$ cat config.mk
export PLATFORM = sky130hd
export DESIGN_NAME = mem_bus_ctrl
export DESIGN_NICKNAME = d
export VERILOG_FILES = /design/src/rtl/mem_bus_ctrl_pkg.sv /design/src/rtl/mem_bus_ctrl_watchdog.sv /design/src/rtl/mem_bus_ctrl.sv
export SDC_FILE = /design/constraint.sdc
export NUM_CORES = 1
export LEC_CHECK = 0
export CAP_MARGIN = 15
export CELL_PAD_IN_SITES_DETAIL_PLACEMENT = 1
export CELL_PAD_IN_SITES_GLOBAL_PLACEMENT = 1
export CORE_MARGIN = 2
export CORE_UTILIZATION = 30
export DETAILED_ROUTE_END_ITERATION = 6
export PLACE_DENSITY = 0.87
export SYNTH_ARGS = -nofsm -noshare
export SYNTH_HDL_FRONTEND = slang
export SYNTH_HIERARCHICAL = 1
export SYNTH_SLANG_ARGS = --single-unit
$ cat constraint.sdc
create_clock -name clk -period 3.4 [get_ports clk]
set_input_delay 0.68 -clock clk [delete_from_list [all_inputs] [get_ports clk]]
set_output_delay 0.68 -clock clk [all_outputs]
set_load 0.01 [all_outputs]
$ cat src/rtl/mem_bus_ctrl_pkg.sv
// Shared definitions for the data-side memory bus controller: FSM encoding,
// address-decode result type, default address map and the decode helper.
`timescale 1ns/1ps
package mem_bus_ctrl_pkg;

   typedef enum logic [1:0] {
      ST_IDLE   = 2'd0,
      ST_RAM_RD = 2'd1,
      ST_IO_REQ = 2'd2,
      ST_DONE   = 2'd3
   } state_t;

   typedef enum logic [1:0] {
      DEC_NONE = 2'd0,
      DEC_RAM  = 2'd1,
      DEC_IO   = 2'd2
   } dec_t;

   localparam int unsigned DEF_RAM_ADDR_W     = 16;
   localparam logic [31:0] DEF_IO_BASE        = 32'h1fd0_0000;
   localparam int unsigned DEF_IO_ADDR_W      = 16;
   localparam int unsigned DEF_TIMEOUT_CYCLES = 255;

   // The MMIO window is tested first so it wins if it ever overlaps RAM.
   function automatic dec_t decode(input logic [31:0] addr, input logic [31:0] io_base,
                                   input int unsigned io_w, input int unsigned ram_w);
      if ((addr >> io_w) == (io_base >> io_w)) return DEC_IO;
      if ((addr >> (ram_w + 2)) == 32'd0) return DEC_RAM;
      return DEC_NONE;
   endfunction

endpackage

$ cat src/rtl/mem_bus_ctrl_watchdog.sv
// MMIO watchdog (counter + expiry flag); only built when MEM_BUS_TIMEOUT_EN is defined,
// otherwise this file contributes no module at all.
`timescale 1ns/1ps
`ifdef MEM_BUS_TIMEOUT_EN
module mem_bus_watchdog
   import mem_bus_ctrl_pkg::*;
#(
   parameter int unsigned TIMEOUT_CYCLES = DEF_TIMEOUT_CYCLES
) (
   input  logic clk,
   input  logic rst,
   input  logic clr_i,
   input  logic cnt_en_i,
   output logic expired_o
);

   localparam int unsigned CW = $clog2(TIMEOUT_CYCLES + 1);

   logic [CW-1:0] cnt_q, cnt_d;

   // Count holds N-1 during the Nth waiting cycle, so expiry fires in that cycle.
   assign expired_o = cnt_en_i && (cnt_q == CW'(TIMEOUT_CYCLES - 1));

   always_comb begin
      cnt_d = cnt_q;
      if (clr_i)
         cnt_d = '0;
      else if (cnt_en_i && !expired_o)
         cnt_d = cnt_q + CW'(1);
   end

   always_ff @(posedge clk or negedge rst) begin
      if (!rst) cnt_q <= '0;
      else      cnt_q <= cnt_d;
   end

endmodule
`endif

$ cat src/rtl/mem_bus_ctrl.sv
// Data-side memory controller: decodes RAM / MMIO / unmapped, runs the 1-cycle RAM
// read and the MMIO valid/ready handshake, and stalls the pipeline until done.
// Optional MMIO timeout with bus_error pulse: define MEM_BUS_TIMEOUT_EN.
`timescale 1ns/1ps
module mem_bus_ctrl
   import mem_bus_ctrl_pkg::*;
#(
   parameter int unsigned RAM_ADDR_W     = DEF_RAM_ADDR_W,
   parameter logic [31:0] IO_BASE        = DEF_IO_BASE,
   parameter int unsigned IO_ADDR_W      = DEF_IO_ADDR_W,
   parameter int unsigned TIMEOUT_CYCLES = DEF_TIMEOUT_CYCLES
) (
   input  logic                  clk,
   input  logic                  rst,
   input  logic                  req_en,
   input  logic [3:0]            req_wen,
   input  logic [31:0]           req_addr,
   input  logic [31:0]           req_wdata,
   output logic [31:0]           req_rdata,
   output logic                  stall,
   output logic                  ram_en,
   output logic [3:0]            ram_wen,
   output logic [RAM_ADDR_W-1:0] ram_addr,
   output logic [31:0]           ram_wdata,
   input  logic [31:0]           ram_rdata,
   output logic                  io_valid,
   input  logic                  io_ready,
   output logic [3:0]            io_wen,
   output logic [IO_ADDR_W-1:0]  io_addr,
   output logic [31:0]           io_wdata,
   input  logic [31:0]           io_rdata,
   output logic                  bus_error,
   output logic [1:0]            dbg_state
);

   // MMIO handshake: io_valid is held with io_addr/io_wen/io_wdata stable until the
   // cycle io_ready is seen high; that cycle completes the access and samples io_rdata.

   state_t               state_q, state_d;
   logic [31:0]          rdata_q, rdata_d;
   logic [3:0]           io_wen_q, io_wen_d;
   logic [IO_ADDR_W-1:0] io_addr_q, io_addr_d;
   logic [31:0]          io_wdata_q, io_wdata_d;
   logic                 stall_c, ram_en_c, io_valid_c;
   logic [3:0]           ram_wen_c;
   logic                 expired;
   dec_t                 dec;

   assign dec = decode(req_addr, IO_BASE, IO_ADDR_W, RAM_ADDR_W);

`ifdef MEM_BUS_TIMEOUT_EN
   logic err_q, err_d;

   mem_bus_watchdog #(.TIMEOUT_CYCLES(TIMEOUT_CYCLES)) u_watchdog (
      .clk       (clk),
      .rst       (rst),
      .clr_i     ((state_q == ST_IDLE) && (state_d == ST_IO_REQ)),
      .cnt_en_i  (state_q == ST_IO_REQ),
      .expired_o (expired)
   );

   assign err_d     = (state_q == ST_IO_REQ) ? (expired && !io_ready) : err_q;
   assign bus_error = rst && (state_q == ST_DONE) && err_q;

   always_ff @(posedge clk or negedge rst) begin
      if (!rst) err_q <= 1'b0;
      else      err_q <= err_d;
   end
`else
   assign expired   = 1'b0;
   assign bus_error = 1'b0;
`endif

   always_comb begin
      state_d    = state_q;
      rdata_d    = rdata_q;
      io_wen_d   = io_wen_q;
      io_addr_d  = io_addr_q;
      io_wdata_d = io_wdata_q;
      stall_c    = 1'b0;
      ram_en_c   = 1'b0;
      ram_wen_c  = 4'h0;
      io_valid_c = 1'b0;
      req_rdata  = 32'h0;
      case (state_q)
         ST_IDLE: begin
            if (req_en) begin
               case (dec)
                  DEC_IO: begin
                     stall_c    = 1'b1;
                     io_addr_d  = req_addr[IO_ADDR_W-1:0];
                     io_wen_d   = req_wen;
                     io_wdata_d = req_wdata;
                     state_d    = ST_IO_REQ;
                  end
                  DEC_RAM: begin
                     ram_en_c  = 1'b1;
                     ram_wen_c = req_wen;
                     // Writes retire in the same cycle; only reads wait for RAM data.
                     if (req_wen == 4'h0) begin
                        stall_c = 1'b1;
                        state_d = ST_RAM_RD;
                     end
                  end
                  default: ;
               endcase
            end
         end
         ST_RAM_RD: begin
            req_rdata = ram_rdata;
            state_d   = ST_IDLE;
         end
         ST_IO_REQ: begin
            io_valid_c = 1'b1;
            stall_c    = 1'b1;
            if (io_ready) begin
               rdata_d = io_rdata;
               state_d = ST_DONE;
            end else if (expired) begin
               rdata_d = 32'h0;
               state_d = ST_DONE;
            end
         end
         ST_DONE: begin
            req_rdata = rdata_q;
            state_d   = ST_IDLE;
         end
         default: state_d = ST_IDLE;
      endcase
   end

   always_ff @(posedge clk or negedge rst) begin
      if (!rst) begin
         state_q    <= ST_IDLE;
         rdata_q    <= 32'h0;
         io_wen_q   <= 4'h0;
         io_addr_q  <= '0;
         io_wdata_q <= 32'h0;
      end else begin
         state_q    <= state_d;
         rdata_q    <= rdata_d;
         io_wen_q   <= io_wen_d;
         io_addr_q  <= io_addr_d;
         io_wdata_q <= io_wdata_d;
      end
   end

   // Strobes are gated by reset so an in-flight access drops the moment rst falls.
   assign stall     = rst && stall_c;
   assign ram_en    = rst && ram_en_c;
   assign ram_wen   = rst ? ram_wen_c : 4'h0;
   assign io_valid  = rst && io_valid_c;
   assign ram_addr  = req_addr[RAM_ADDR_W+1:2];
   assign ram_wdata = req_wdata;
   assign io_wen    = io_wen_q;
   assign io_addr   = io_addr_q;
   assign io_wdata  = io_wdata_q;
   assign dbg_state = state_q;

endmodule

==> impl_results.md <==
* Crit path max fanout at 4
* Share of layout cells above drive strength 1 at 0.2067
* Syn_nets at 465
* R2r setup slk at 1.54 ns
* DIE HEIGHT at roughly 130 µm
* Min-Delay Path Class: input pin to asynchronous set/reset pin
* Post-synth EDFFs at 0
* Most common cell on crit path: clkdlybuf4s50_1
* Sequential fraction of design power at 0.457
* Setup TNS at 0 ns
* Initial antenna violation count at 0
* Vias in the first global route at 3875
* CTS tree: yes
* Number of I/O port buffers at 276
* Max_cap viols at 0
* Inserted Diodes at 0
* Worst slew pin tran at about 0.66 ns
* Core area at 15030 µm²
* Setup crit start: req_addr[27]
* Die ar. at 16160 µm²
* Max incr delay on CP at 0.56 ns
* Area Overhead vs Synth at 62.56%
* Post-route ant nets at 0
* Critical-path cell list: clkdlybuf4s50_1 -> or4_4 -> nor4_4 -> buf_4 -> clkdlybuf4s50_1
* Hold Slack at 0.3975 ns
* Delay-heaviest family, CP: buffers and inverters
* Static leakage at 3.154 nW
* Terminus of the critical flop-to-flop path: io_wdata[23]
* Total Power Consumption at 2.244 mW
* Clock Sinks at 86
* Max Transition Viols Final at 0
* Post-synthesis sequential area ratio at 0.4732
* Layout Cells excl Fill at approximately 750
* Total internal power at 1.725 mW
* Placer Congestion at between 0.7 and 0.8
* Nets at 697
* Relative slew slack at 0.5586
* Clk Latency, worst-skew pair at about 0.34 ns
* Logic gate share of total power at 0.131
* DRC Markers at 0
* Crit-path slowest cell: or4_4
* P per Cell Area at between 300 and 400 nW/µm²
* First-pass GRT wire length at 21140 µm
* FMAX at approximately 300 MHz
* Final WL at 13610 µm
* Worst R2R Start: dbg_state[1]
* Synth Flop Type: dfrtp_1
* Req. time, crit path at 2.72 ns
* Sw Pwr at between 0.5 and 0.6 mW
* DRT Pass-1 Iters at 4
* Largest net degree at the start of global routing at 53
* Synthesized flop and latch total at 86
* Clock power share at 0.412
* Die X at 127.1 µm
* Final period utilization at 0.9746
* Startpoint Class: input pin
* Cells after Synth at 329
* Buffers plus inverters on the worst setup path at 3
* Final setup viols at 0
* H-Tree Depth at 3
* R2R depth at 6
* Reg clk slew, reported paths at 0.07 ns
* RSZ-0062 raised after global routing: false
* Crit Path Class: input pin to primary output
* VDD IR-drop max at 0.0001823 V
* Avg Cell Area, Syn at 13.82 µm²
* Tmin final at around 3.3 ns
* Placement Rows at 45
* Cell total after placement at 737
* Initial Util at 0.3025
* Grt ovf at 0
* Ys async rst share at 1.000
* Number of library cell types mapped by synthesis at 30
* Maximum root-to-sink buffer count at 2
* Via count at 3372
* Synthesized area at 4548 µm²
* Yosys warnings at 6
* Fin. Hold Viols at 0
* Critical path endpoint category: primary output
* Total Routing Usage GR at 0.1666
* WL/cell at 18.06 µm
* Arrival @ worst endpoint at approximately 2.6 ns
* Ports at 278
* Initial DRC Count at 69
* Sw Share at 0.2314
* DP HPWL at 10550 µm
* Status: completed
* Avg Vias per Cell at approximately 4.5
* Clock Skew at 0.01233 ns
* Cts bufs inserted at 9
* Clk root buf: clkbuf_16
-- sequential cells by signal, indices dropped and copies added (netlist names) --
name       cells
io_wdata      32
io_wen         4
dbg_state      2
rdata_q       32
io_addr       16
-- layout make-up --
class | count | area, µm²
clock buffer | 9 | 225.2
inverter | 1 | 3.754
sequential | 86 | 2153
tap | 188 | 235.2
clock inverter | 7 | 56.30
multi-input combinational | 176 | 1871
timing repair buffer | 287 | 2849
fill | 1526 | 7640
-- stage by stage --
| stage | instance area (µm²) | utilization | setup WS [ns] |
|---|---|---|---|
| after global placement | 7107 | 0.4727 | -0.08892 |
| after detailed placement | 7107 | 0.4727 | -0.2616 |
| after floorplan | 4548 | - | 0.8068 |
| after global routing | 7393 | 0.4918 | 0.03478 |
| after CTS | 7393 | 0.4918 | 0.08527 |
| final | 7393 | 0.4918 | 0.08644 |
-- routing by layer --
layer / up-vias / GRT usage / wire (µm)
met2: 167 / 0.2881 / 6828
met4: 0 / 0.05624 / 191
met1: 1649 / 0.1969 / 5468
li1: 1542 / - / -
met3: 14 / 0.05193 / 1126
met5: - / 0 / 0
-- cells in the final DEF (no fill, tap or decap), types with 2 or more instances in the layout --
cell             instances
mux2_2                  32
nand4_1                  2
clkbuf_16                9
mux2_4                  50
clkdlybuf4s50_1        270
nor2b_1                 32
and2_1                   5
nor4_1                   2
dfrtp_1                 85
dlygate4sd2_1            5
mux2_1                   2
mux2i_1                 32
buf_4                   11
clkinvlp_4               3
nor2_1                   4
-- power by group through the flow --
stage	combinational [mW]	clock, mW	sequential, mW
2_1_floorplan	0.0783	0	1.05
3_3_place_gp	0.289	0	1.05
3_5_place_dp	0.296	0	1.05
4_1_cts	0.299	0.960	1.03
5_1_grt	0.314	1.00	1.03
6_report	0.293	0.925	1.03
-- synthesized netlist by cell type (2+ instances only) --
cell type / number / area, µm²
or4_1: 2 / 15.01
nor2b_1: 32 / 200.2
nor4_1: 2 / 12.51
nand4_1: 2 / 12.51
mux2_2: 32 / 360.4
buf_12: 5 / 100.1
buf_2: 8 / 40.04
mux2i_1: 32 / 320.3
clkbuf_1: 3 / 11.26
and2_1: 5 / 31.28
buf_4: 49 / 367.9
nor2_1: 4 / 15.01
mux2_1: 2 / 22.52
mux2_4: 50 / 750.7
dfrtp_1: 86 / 2152
-- worst max path at each step --
stage | to | slack [ns] | depth (start not counted)
after detailed placement | stall | -0.26 | 6
after floorplan | stall | 0.81 | 4
after global routing | ram_en | 0.03 | 5
final | ram_en | 0.09 | 5
after global placement | ram_wen[0] | -0.09 | 6
after CTS | ram_en | 0.09 | 5
-- kinds of logic after synthesis --
group                  after synthesis  share of synthesized area
and+or+nand+nor                     56                    0.08500
buffers and inverters               67                     0.1175
AOI/OAI and AO/OA                    3                   0.003850
DFF                                 86                     0.4732
other                                1                  0.0008245
muxes                              116                     0.3197
-- timing repair --
item / in CTS / in global routing
setup buffers: 1 / 0
hold buffers: 0 / 0
resized for setup: 6 / 0
setup endpoints to repair: 5 / 0
(Power assumes the default switching activity.)
